### src/rtl/axi_r_line_collector_if.sv
// rtl/axi_r_line_collector_if.sv - refill request, AXI R beat and line handshake bundle
//
// Purpose: groups the signals of the line collector into one bundle.
//   slave  modport: the collector (consumes requests and R beats, produces the line)
//   master modport: the bus / refill side that drives requests and beats and takes lines
// Signals:
//   req_valid, req_id, req_ready             refill request handshake
//   rid, rdata, rresp, rlast, rvalid, rready AXI R channel beat
//   line_valid, line_ready, line_data        assembled line handshake
//   line_err, line_perr                      bus error / protocol error flags
interface axi_r_line_collector_if #(
  parameter int XLEN  = 64,
  parameter int ID_W  = 4,
  parameter int BEATS = 4
);
  logic                    req_valid;
  logic [ID_W-1:0]         req_id;
  logic                    req_ready;

  logic [ID_W-1:0]         rid;
  logic [XLEN-1:0]         rdata;
  logic [1:0]              rresp;
  logic                    rlast;
  logic                    rvalid;
  logic                    rready;

  logic                    line_valid;
  logic                    line_ready;
  logic [BEATS*XLEN-1:0]   line_data;
  logic                    line_err;
  logic                    line_perr;

  modport slave (
    input  req_valid, req_id, rid, rdata, rresp, rlast, rvalid, line_ready,
    output req_ready, rready, line_valid, line_data, line_err, line_perr
  );

  modport master (
    output req_valid, req_id, rid, rdata, rresp, rlast, rvalid, line_ready,
    input  req_ready, rready, line_valid, line_data, line_err, line_perr
  );
endinterface

### src/rtl/axi_r_line_collector.sv
// rtl/axi_r_line_collector.sv - collects one AXI R burst into a full cache line
//
// Purpose: accepts one refill request (expected ID), gathers BEATS beats of the
//   returning R burst into a line buffer and offers the line with valid/ready,
//   together with a bus-error flag (SLVERR/DECERR seen) and a protocol-error flag.
// Ports:
//   clk_i   clock
//   srst_i  synchronous active-high reset
//   bus     axi_r_line_collector_if.slave (request, R channel, line output)
// Configuration:
//   AXI_R_PROTO_CHK_EN  when defined, rid and rlast are checked and reported on
//                       line_perr, and rlast may end a burst early; when undefined
//                       the burst is exactly BEATS beats and line_perr is 0.
module axi_r_line_collector #(
  parameter int XLEN  = 64,
  parameter int ID_W  = 4,
  parameter int BEATS = 4
) (
  input  logic                    clk_i,
  input  logic                    srst_i,
  axi_r_line_collector_if.slave   bus
);

  localparam int CW = $clog2(BEATS);
  localparam logic [CW-1:0] LAST_SLOT = CW'(BEATS - 1);

  typedef enum logic [1:0] {
    IDLE    = 2'd0,
    COLLECT = 2'd1,
    OUTPUT  = 2'd2
  } state_t;

  state_t                        state;
  logic [CW-1:0]                 cnt;
  logic [BEATS-1:0][XLEN-1:0]    line_q;
  logic                          err_q;
  logic                          line_valid_q;
  logic                          unused_bits;

`ifdef AXI_R_PROTO_CHK_EN
  logic [ID_W-1:0]               id_q;
  logic                          perr_q;
`endif

  // rready is only ever high in COLLECT, so every rvalid seen there is an accepted beat.
  always_ff @(posedge clk_i) begin
    if (srst_i) begin
      state        <= IDLE;
      cnt          <= '0;
      line_q       <= '0;
      err_q        <= 1'b0;
      line_valid_q <= 1'b0;
`ifdef AXI_R_PROTO_CHK_EN
      id_q         <= '0;
      perr_q       <= 1'b0;
`endif
    end else begin
      case (state)
        IDLE: begin
          if (bus.req_valid) begin
            cnt    <= '0;
            line_q <= '0;
            err_q  <= 1'b0;
`ifdef AXI_R_PROTO_CHK_EN
            id_q   <= bus.req_id;
            perr_q <= 1'b0;
`endif
            state  <= COLLECT;
          end
        end

        COLLECT: begin
          if (bus.rvalid) begin
            line_q[cnt] <= bus.rdata;
            cnt         <= cnt + 1'b1;
            // SLVERR and DECERR both have the upper response bit set.
            if (bus.rresp[1]) err_q <= 1'b1;
`ifdef AXI_R_PROTO_CHK_EN
            if (bus.rid != id_q) perr_q <= 1'b1;
            if (cnt == LAST_SLOT) begin
              if (!bus.rlast) perr_q <= 1'b1;
              state        <= OUTPUT;
              line_valid_q <= 1'b1;
            end else if (bus.rlast) begin
              // Early end of burst: remaining slots keep their cleared value.
              perr_q       <= 1'b1;
              state        <= OUTPUT;
              line_valid_q <= 1'b1;
            end
`else
            if (cnt == LAST_SLOT) begin
              state        <= OUTPUT;
              line_valid_q <= 1'b1;
            end
`endif
          end
        end

        OUTPUT: begin
          if (bus.line_ready) begin
            state        <= IDLE;
            line_valid_q <= 1'b0;
          end
        end

        default: begin
          state        <= IDLE;
          line_valid_q <= 1'b0;
        end
      endcase
    end
  end

  // Handshake readies come from the state register alone.
  assign bus.req_ready  = (state == IDLE);
  assign bus.rready     = (state == COLLECT);
  assign bus.line_valid = line_valid_q;
  assign bus.line_data  = line_q;
  assign bus.line_err   = err_q;

`ifdef AXI_R_PROTO_CHK_EN
  assign bus.line_perr  = perr_q;
  assign unused_bits    = bus.rresp[0];
`else
  assign bus.line_perr  = 1'b0;
  assign unused_bits    = ^{bus.rid, bus.rlast, bus.req_id, bus.rresp[0]};
`endif

endmodule

### src/flat_wrapper.sv
// flat-port wrapper written by rule: the top's interface ports become plain ports
module axi_r_line_collector_flat 
#(
  parameter int XLEN  = 64,
  parameter int ID_W  = 4,
  parameter int BEATS = 4
)
  (clk_i, srst_i, bus_req_valid, bus_req_id, bus_rid, bus_rdata, bus_rresp, bus_rlast, bus_rvalid, bus_line_ready, bus_req_ready, bus_rready, bus_line_valid, bus_line_data, bus_line_err, bus_line_perr);
  axi_r_line_collector_if #(.XLEN(XLEN), .ID_W(ID_W), .BEATS(BEATS)) bus_i ();
  input  logic clk_i;
  input  logic srst_i;
  input wire logic [$bits(bus_i.req_valid)-1:0] bus_req_valid;
  input wire logic [$bits(bus_i.req_id)-1:0] bus_req_id;
  input wire logic [$bits(bus_i.rid)-1:0] bus_rid;
  input wire logic [$bits(bus_i.rdata)-1:0] bus_rdata;
  input wire logic [$bits(bus_i.rresp)-1:0] bus_rresp;
  input wire logic [$bits(bus_i.rlast)-1:0] bus_rlast;
  input wire logic [$bits(bus_i.rvalid)-1:0] bus_rvalid;
  input wire logic [$bits(bus_i.line_ready)-1:0] bus_line_ready;
  output wire logic [$bits(bus_i.req_ready)-1:0] bus_req_ready;
  output wire logic [$bits(bus_i.rready)-1:0] bus_rready;
  output wire logic [$bits(bus_i.line_valid)-1:0] bus_line_valid;
  output wire logic [$bits(bus_i.line_data)-1:0] bus_line_data;
  output wire logic [$bits(bus_i.line_err)-1:0] bus_line_err;
  output wire logic [$bits(bus_i.line_perr)-1:0] bus_line_perr;
  assign bus_i.req_valid = bus_req_valid;
  assign bus_i.req_id = bus_req_id;
  assign bus_i.rid = bus_rid;
  assign bus_i.rdata = bus_rdata;
  assign bus_i.rresp = bus_rresp;
  assign bus_i.rlast = bus_rlast;
  assign bus_i.rvalid = bus_rvalid;
  assign bus_i.line_ready = bus_line_ready;
  assign bus_req_ready = bus_i.req_ready;
  assign bus_rready = bus_i.rready;
  assign bus_line_valid = bus_i.line_valid;
  assign bus_line_data = bus_i.line_data;
  assign bus_line_err = bus_i.line_err;
  assign bus_line_perr = bus_i.line_perr;
  axi_r_line_collector #(.XLEN(XLEN), .ID_W(ID_W), .BEATS(BEATS)) u_core (.clk_i(clk_i), .srst_i(srst_i), .bus(bus_i));
endmodule
### config.mk
export PLATFORM = sky130hd
export DESIGN_NAME = axi_r_line_collector_flat
export DESIGN_NICKNAME = d
export VERILOG_FILES = /design/src/rtl/axi_r_line_collector_if.sv /design/src/rtl/axi_r_line_collector.sv /design/src/flat_wrapper.sv
export SDC_FILE = /design/constraint.sdc
export NUM_CORES = 1
export LEC_CHECK = 0
export ABC_AREA = 1
export CAP_MARGIN = 20
export CORE_MARGIN = 5
export CORE_UTILIZATION = 35
export CTS_BUF_LIST = sky130_fd_sc_hd__clkbuf_4 sky130_fd_sc_hd__clkbuf_8
export CTS_CLUSTER_SIZE = 10
export DETAILED_ROUTE_END_ITERATION = 12
export DONT_BUFFER_PORTS = 1
export HOLD_SLACK_MARGIN = 0.12
export SYNTH_ARGS = -nofsm -noshare
export SYNTH_HDL_FRONTEND = slang
export SYNTH_SLANG_ARGS = --single-unit
### constraint.sdc
create_clock -name clk_i -period 1.7 [get_ports clk_i]
set_clock_uncertainty 0.15 [all_clocks]
set_input_delay 0.34 -clock clk_i [delete_from_list [all_inputs] [get_ports clk_i]]
set_output_delay 0.34 -clock clk_i [all_outputs]
set_load 0.01 [all_outputs]
# Yosys cells after proc, flatten, opt, wreduce, memory -nomap -nowiden
# Cells that the tools add are included.
[word_totals]
regBits = 262
latch_bits = 0
ramBits = 0
romBits = 0
out_inout_bits = 261
word_cells = 49
memories = 0
[op_classes]
addsub = 1
n_mul = 0
n_div = 0
order_cmp = 2
eq_ne = 8
shifts = 0
mux = 22
bitwise_logic = 1
n_reduce_logical = 7
[op_table]
columns = ["cell", "n"]
rows = [
  ["two-way mux 256 bit", 2],
  ["case mux 256 bit (2 select lines)", 1],
  ["bitwise mux 256 bit", 1],
  ["demux 64 bit (select 2 bit)", 1],
  ["two-way mux 64 bit", 1],
  ["two-way mux 2 bit", 6],
  ["AND reduction 4 bit", 3],
  ["!= test 2 bit (second input constant)", 4],
  ["two-way mux 1 bit", 6],
  ["case mux 2 bit (3 select lines)", 1],
  ["== test 2 bit (second input constant)", 2],
  ["case mux 2 bit (2 select lines)", 1],
  ["less-than comparator 2 x 3 -> 1 bit (second input constant)", 1],
  ["case mux 1 bit (3 select lines)", 1],
  ["AND reduction 3 bit", 1],
  ["adder 2 x 1 -> 2 bit (second input constant)", 1],
  ["== test 2 x 1 -> 1 bit (second input constant)", 1],
  ["greater-or-equal comparator 2 x 1 -> 1 bit (second input constant)", 1],
  ["logical NOT 2 bit", 1],
  ["!= test 2 x 1 -> 1 bit (second input constant)", 1],
  ["case mux 1 bit (2 select lines)", 1],
  ["nonzero test 2 bit", 1],
  ["logical AND 1 bit", 1],
  ["NOT 1 bit", 1],
]

# Logic depth before layout (Yosys ltp)
[logic_depth]
depth_word = 7
mapped_depth = 8
depth_no_buf = 7

# Least setup slack after synthesis
# OpenSTA, ideal clock, no wires.
[synth_path]
kind = "reg-to-reg"
from = "register u_core.cnt[0]"
to = "register u_core.line_q, in the netlist u_core.bus.line_data[131]"
setup_time_ns = 0.070
arrival_time_ns = 1.299
t_required_ns = 1.480
setup_slack_ns = 0.181
stages_incl_launch_ff = 7
path_buffers = 2
synth_period_minus_slack_ns = 1.519
cell_sequence = "dfxtp_1 inv_1 ha_1 clkbuf_1 clkbuf_1 nand2_1 a21oi_1"
[synth_between]
elab_chain_len = 7
word_cells_on_any_way = 8
[synth_rtl]
columns = ["item", "line_no", "rtl"]
rows = [
  ["start: declaration", "axi_r_line_collector.sv:34", "logic [CW-1:0] cnt;"],
  ["start signal: assignment", "axi_r_line_collector.sv:75", "cnt <= cnt + 1'b1;"],
  ["less-than comparator 2 x 3 -> 1 bit (implied by the code) / greater-or-equal comparator 2 x 1 -> 1 bit (equally long branches)", "axi_r_line_collector.sv:74", "line_q[cnt] <= bus.rdata;"],
  ["logical AND 1 bit (implied by the code)", "axi_r_line_collector.sv:74", ""],
  ["two-way mux 64 bit (implied by the code)", "axi_r_line_collector.sv:74", ""],
  ["demux 64 bit (select 2 bit) *", "-", ""],
  ["bitwise mux 256 bit *", "axi_r_line_collector.sv:74", ""],
  ["two-way mux 256 bit *", "axi_r_line_collector.sv:73", "if (bus.rvalid) begin"],
  ["case mux 256 bit (2 select lines) *", "axi_r_line_collector.sv:58", "case (state)"],
  ["end signal: indexed assignment", "axi_r_line_collector.sv:74", ""],
  ["end: declaration", "axi_r_line_collector.sv:35", "logic [BEATS-1:0][XLEN-1:0] line_q;"],
]
# Every way passes the cells marked *; elsewhere a longest branch is shown, timed or not. The select of a mux whose other input is x is not followed.
# A chain may end at the register's enable or synchronous reset.

# Final worst setup path
[layout_path]
from = "register u_core.state[0]"
to = "output port bus_rready"
[layout_between]
elab_chain_len = 1
[layout_rtl]
columns = ["item", "line_no", "rtl"]
rows = [
  ["start: declaration", "axi_r_line_collector.sv:33", "state_t state;"],
  ["start signal: assignment", "axi_r_line_collector.sv:48", "state <= IDLE;"],
  ["start signal: assignment", "axi_r_line_collector.sv:68", "state <= COLLECT;"],
  ["start signal: assignment", "axi_r_line_collector.sv:92", "state <= OUTPUT;"],
  ["== test 2 x 1 -> 1 bit", "axi_r_line_collector.sv:116", "assign bus.rready = (state == COLLECT);"],
  ["end: declaration", "flat_wrapper.sv:21", "output wire logic [$bits(bus_i.rready)-1:0] bus_rready;"],
]
# Every way passes these cells.

==> flow_summary.json <==
{
  "postSynthAreaPerCell_sq_um": 7.539,
  "tightest_slew_ns": 0.5432,
  "first_iter_violations": 477,
  "end_kind": "output port",
  "synth-seq-area-share": 0.5275,
  "routabilityCongestion": 0.8294,
  "synth_top_area_cell": "dfxtp_1",
  "min-delay-start": "srst_i",
  "fin_crit_sh": 0.9936,
  "synth-simple-area-share": 0.2518,
  "synth.most_common_cell": "nand2_1",
  "totalWireLength_um": 34370,
  "cp_cell_sequence": "inv_4, nor2_4, buf_6",
  "power_leakage_nw": 4.053,
  "cts-hold-fix-buffers": 5,
  "fmax_ghz": 0.5920,
  "post_route_cells_drive_above_1_share": 0.1376,
  "rsz0062_at_grt": "true",
  "antenna_found_initial": 1,
  "clk_pin_slew_worst_paths_ns": 0.06,
  "pin_count": 341,
  "ys.flop_type": "dfxtp_1",
  "synth_edf_count": 0,
  "cts_tree": "yes",
  "cp_slowest_cell": "dfxtp_4",
  "vias": 8643,
  "synthXorXnorAreaFrac": 0,
  "area_delta_synth_final_pct": 13.97,
  "endpoint": "bus_rready",
  "cts_num_sinks": 262,
  "grt_pass1_vias": 8198,
  "synthMuxAreaShare": 0,
  "htreeDepth": 2,
  "hp-class": "in2reg",
  "hold_violations": 256,
  "hpwl_um": 21370,
  "crit_fanout": 5,
  "port_buffers": 0,
  "cp-startpoint": "u_core.state[0]$_SDFFE_PP0P_",
  "cts_buffers": 44,
  "synth_top_family_by_area": "simple AND/OR/NAND/NOR gates",
  "synth_cell_types": 21,
  "worstPathArrival_ns": 1.20,
  "drtPass1Iterations": 6,
  "postLayoutCoreUtil": 0.4057,
  "synthArstFlopShare": 0,
  "coreArea_sq_um": 27930,
  "grt_usage": 0.1978,
  "synth_compound_area_frac": 0.1326,
  "synth_nets": 1403,
  "grt_overflow": 0,
  "yosys.area_share.adder": 0.005033,
  "synth_area_leaders": "dfxtp_1, nand2_1, a21oi_1, nand4_1, inv_2",
  "reg2reg_to": "u_core.bus.line_data[201]$_SDFFE_PP0P_",
  "die_h_um": 178.6,
  "r2r_setup_slack_ns": 0.08,
  "layout_min_cycle_time_ns": 1.689,
  "start_util": 0.3560,
  "die_x_um": 178.6,
  "drv_cap": 0,
  "worstSkewPairLatency_ns": 0.53,
  "ys_seq_elements": 262,
  "reg2reg_depth": 7,
  "avgRoutedWirePerCell_um": 20.19,
  "cp-start-kind": "flip-flop",
  "vdd.ir_drop.worst_uv": 614.9,
  "worstPathRequired_ns": 1.21,
  "synthCells": 1319,
  "reg2reg_from": "u_core.state[1]$_SDFFE_PP0P_",
  "synth_common_cells": "nand2_1, dfxtp_1, a21oi_1, nand4_1, inv_2",
  "die_area_sq_um": 31880,
  "clockBufferDepth": 3,
  "violations": "negative hold slack",
  "slowest_delay_ns": 0.39,
  "grt_max_degree": 259,
  "fin_nets": 1381,
  "placed_area_sq_um": 10200,
  "drc": 0,
  "synth_area_sq_um": 9943,
  "ant_nets": 0,
  "setup_violations": 0,
  "vias_per_cell": 5.078,
  "holdWs_ns": -0.2884,
  "status": "finished with violations",
  "rows": 61,
  "stdcell_area_sq_um": 11330,
  "p_per_area_nw_per_um2": 1213,
  "fin_tns_setup_ns": 0,
  "yosysTopAreaCellShare": 0.5275,
  "critPathKind": "reg2out",
  "grt_pass1_wl_um": 49250,
  "slew_headroom": 0.6378,
  "cts-root-buf": "clkbuf_8",
  "synth_warnings": 0,
  "finalMaxSlewViolations": 0
}
-- critical path, delay by kind of cell, from the launching register on --
family                 cells  cell delay, ns
DFF                        1            0.39
buffers and inverters      2            0.19
and+or+nand+nor            1            0.09
-- power by group --
| group | leakage [nW] | switching [mW] | internal [mW] | total (mW) |
|---|---|---|---|---|
| Combinational | 1.47 | 1.14 | 0.490 | 1.63 |
| Clock | 0.465 | 2.47 | 3.23 | 5.70 |
| Sequential | 2.12 | 0.158 | 6.26 | 6.42 |
| Total | 4.05 | 3.76 | 9.98 | 13.7 |
-- layout make-up --
| cell class | instances | area [sq um] |
|---|---|---|
| inverters | 78 | 295.3 |
| repair buffers | 36 | 511.7 |
| flip-flops and latches | 262 | 5255 |
| fillers | 2887 | 16600 |
| clock inverters | 5 | 55.05 |
| well taps | 378 | 473.0 |
| multi-input cells | 875 | 3911 |
| diodes | 1 | 2.502 |
| clock buffers | 67 | 828.3 |
-- how the worst min path moves through the flow --
| stage | end | slack, ns | depth (start not counted) |
|---|---|---|---|
| floorplan | u_core.bus.line_valid$_SDFFE_PP0P_ | 0.32 | 2 |
| global placement | u_core.bus.line_data[63]$_SDFFE_PP0P_ | 0.28 | 1 |
| detailed placement | u_core.bus.line_data[118]$_SDFFE_PP0P_ | 0.28 | 1 |
| CTS | u_core.bus.line_data[64]$_SDFFE_PP0P_ | -0.32 | 1 |
| global route | u_core.bus.line_data[63]$_SDFFE_PP0P_ | -0.32 | 1 |
| finish | u_core.bus.line_data[63]$_SDFFE_PP0P_ | -0.29 | 1 |
-- metrics by stage --
stage / power [mW] / hold WS [ns] / cells / worst slack (ns)
after floorplan: 7.569 / 0.3193 / 1319 / 0.1807
after global placement: 7.971 / 0.2807 / 1617 / 0.03324
after detailed placement: 7.983 / 0.2840 / 1617 / -0.01470
after CTS: 13.72 / -0.3159 / 1695 / -0.04840
after global routing: 14.33 / -0.3158 / 1702 / -0.07790
final: 13.75 / -0.2884 / 1702 / 0.01081
-- flip-flops by register name, summed over array words and instances (netlist names) --
name                   cells
u_core.state               2
u_core.bus.line_data     256
u_core.bus.line_valid      1
u_core.cnt                 2
u_core.bus.line_err        1
-- layout by cell type, fill, tap and decap left out, drive strengths merged --
master,n
nand2,532
dfxtp,262
a21oi,261
inv,78
clkbuf,71
nand4,65
buf,27
nor2,7
dlygate4sd3,5
ha,4
nand3,3
clkinvlp,2
clkinv,2
diode,1
a21o,1
o21ai,1
conb,1
bufinv,1
-- what timing repair did --
item,CTS,global route
setup buffers,1,2
endpoints found under the setup margin,29,85
gates cloned,0,4
gates resized for setup,4,13
hold endpoints to repair,262,257
pin swaps,1,3
-- per-layer routing --
layer,global-route usage,vias to the layer above,part of all wire
li1,-,4185,-
met1,0.2415,4034,0.40
met2,0.3165,375,0.46
met3,0.08860,49,0.12
met4,0.05564,0,0.020
met5,0,-,0
-- cell families after synthesis --
logic type               Yosys count
AND/OR/NAND/NOR                  607
buffers and inverters            182
AO/OA/AOI/OAI                    263
adder cells (fa/ha/maj)            4
other                              1
flip-flops                       262
Power figures use the tool's default switching activity.
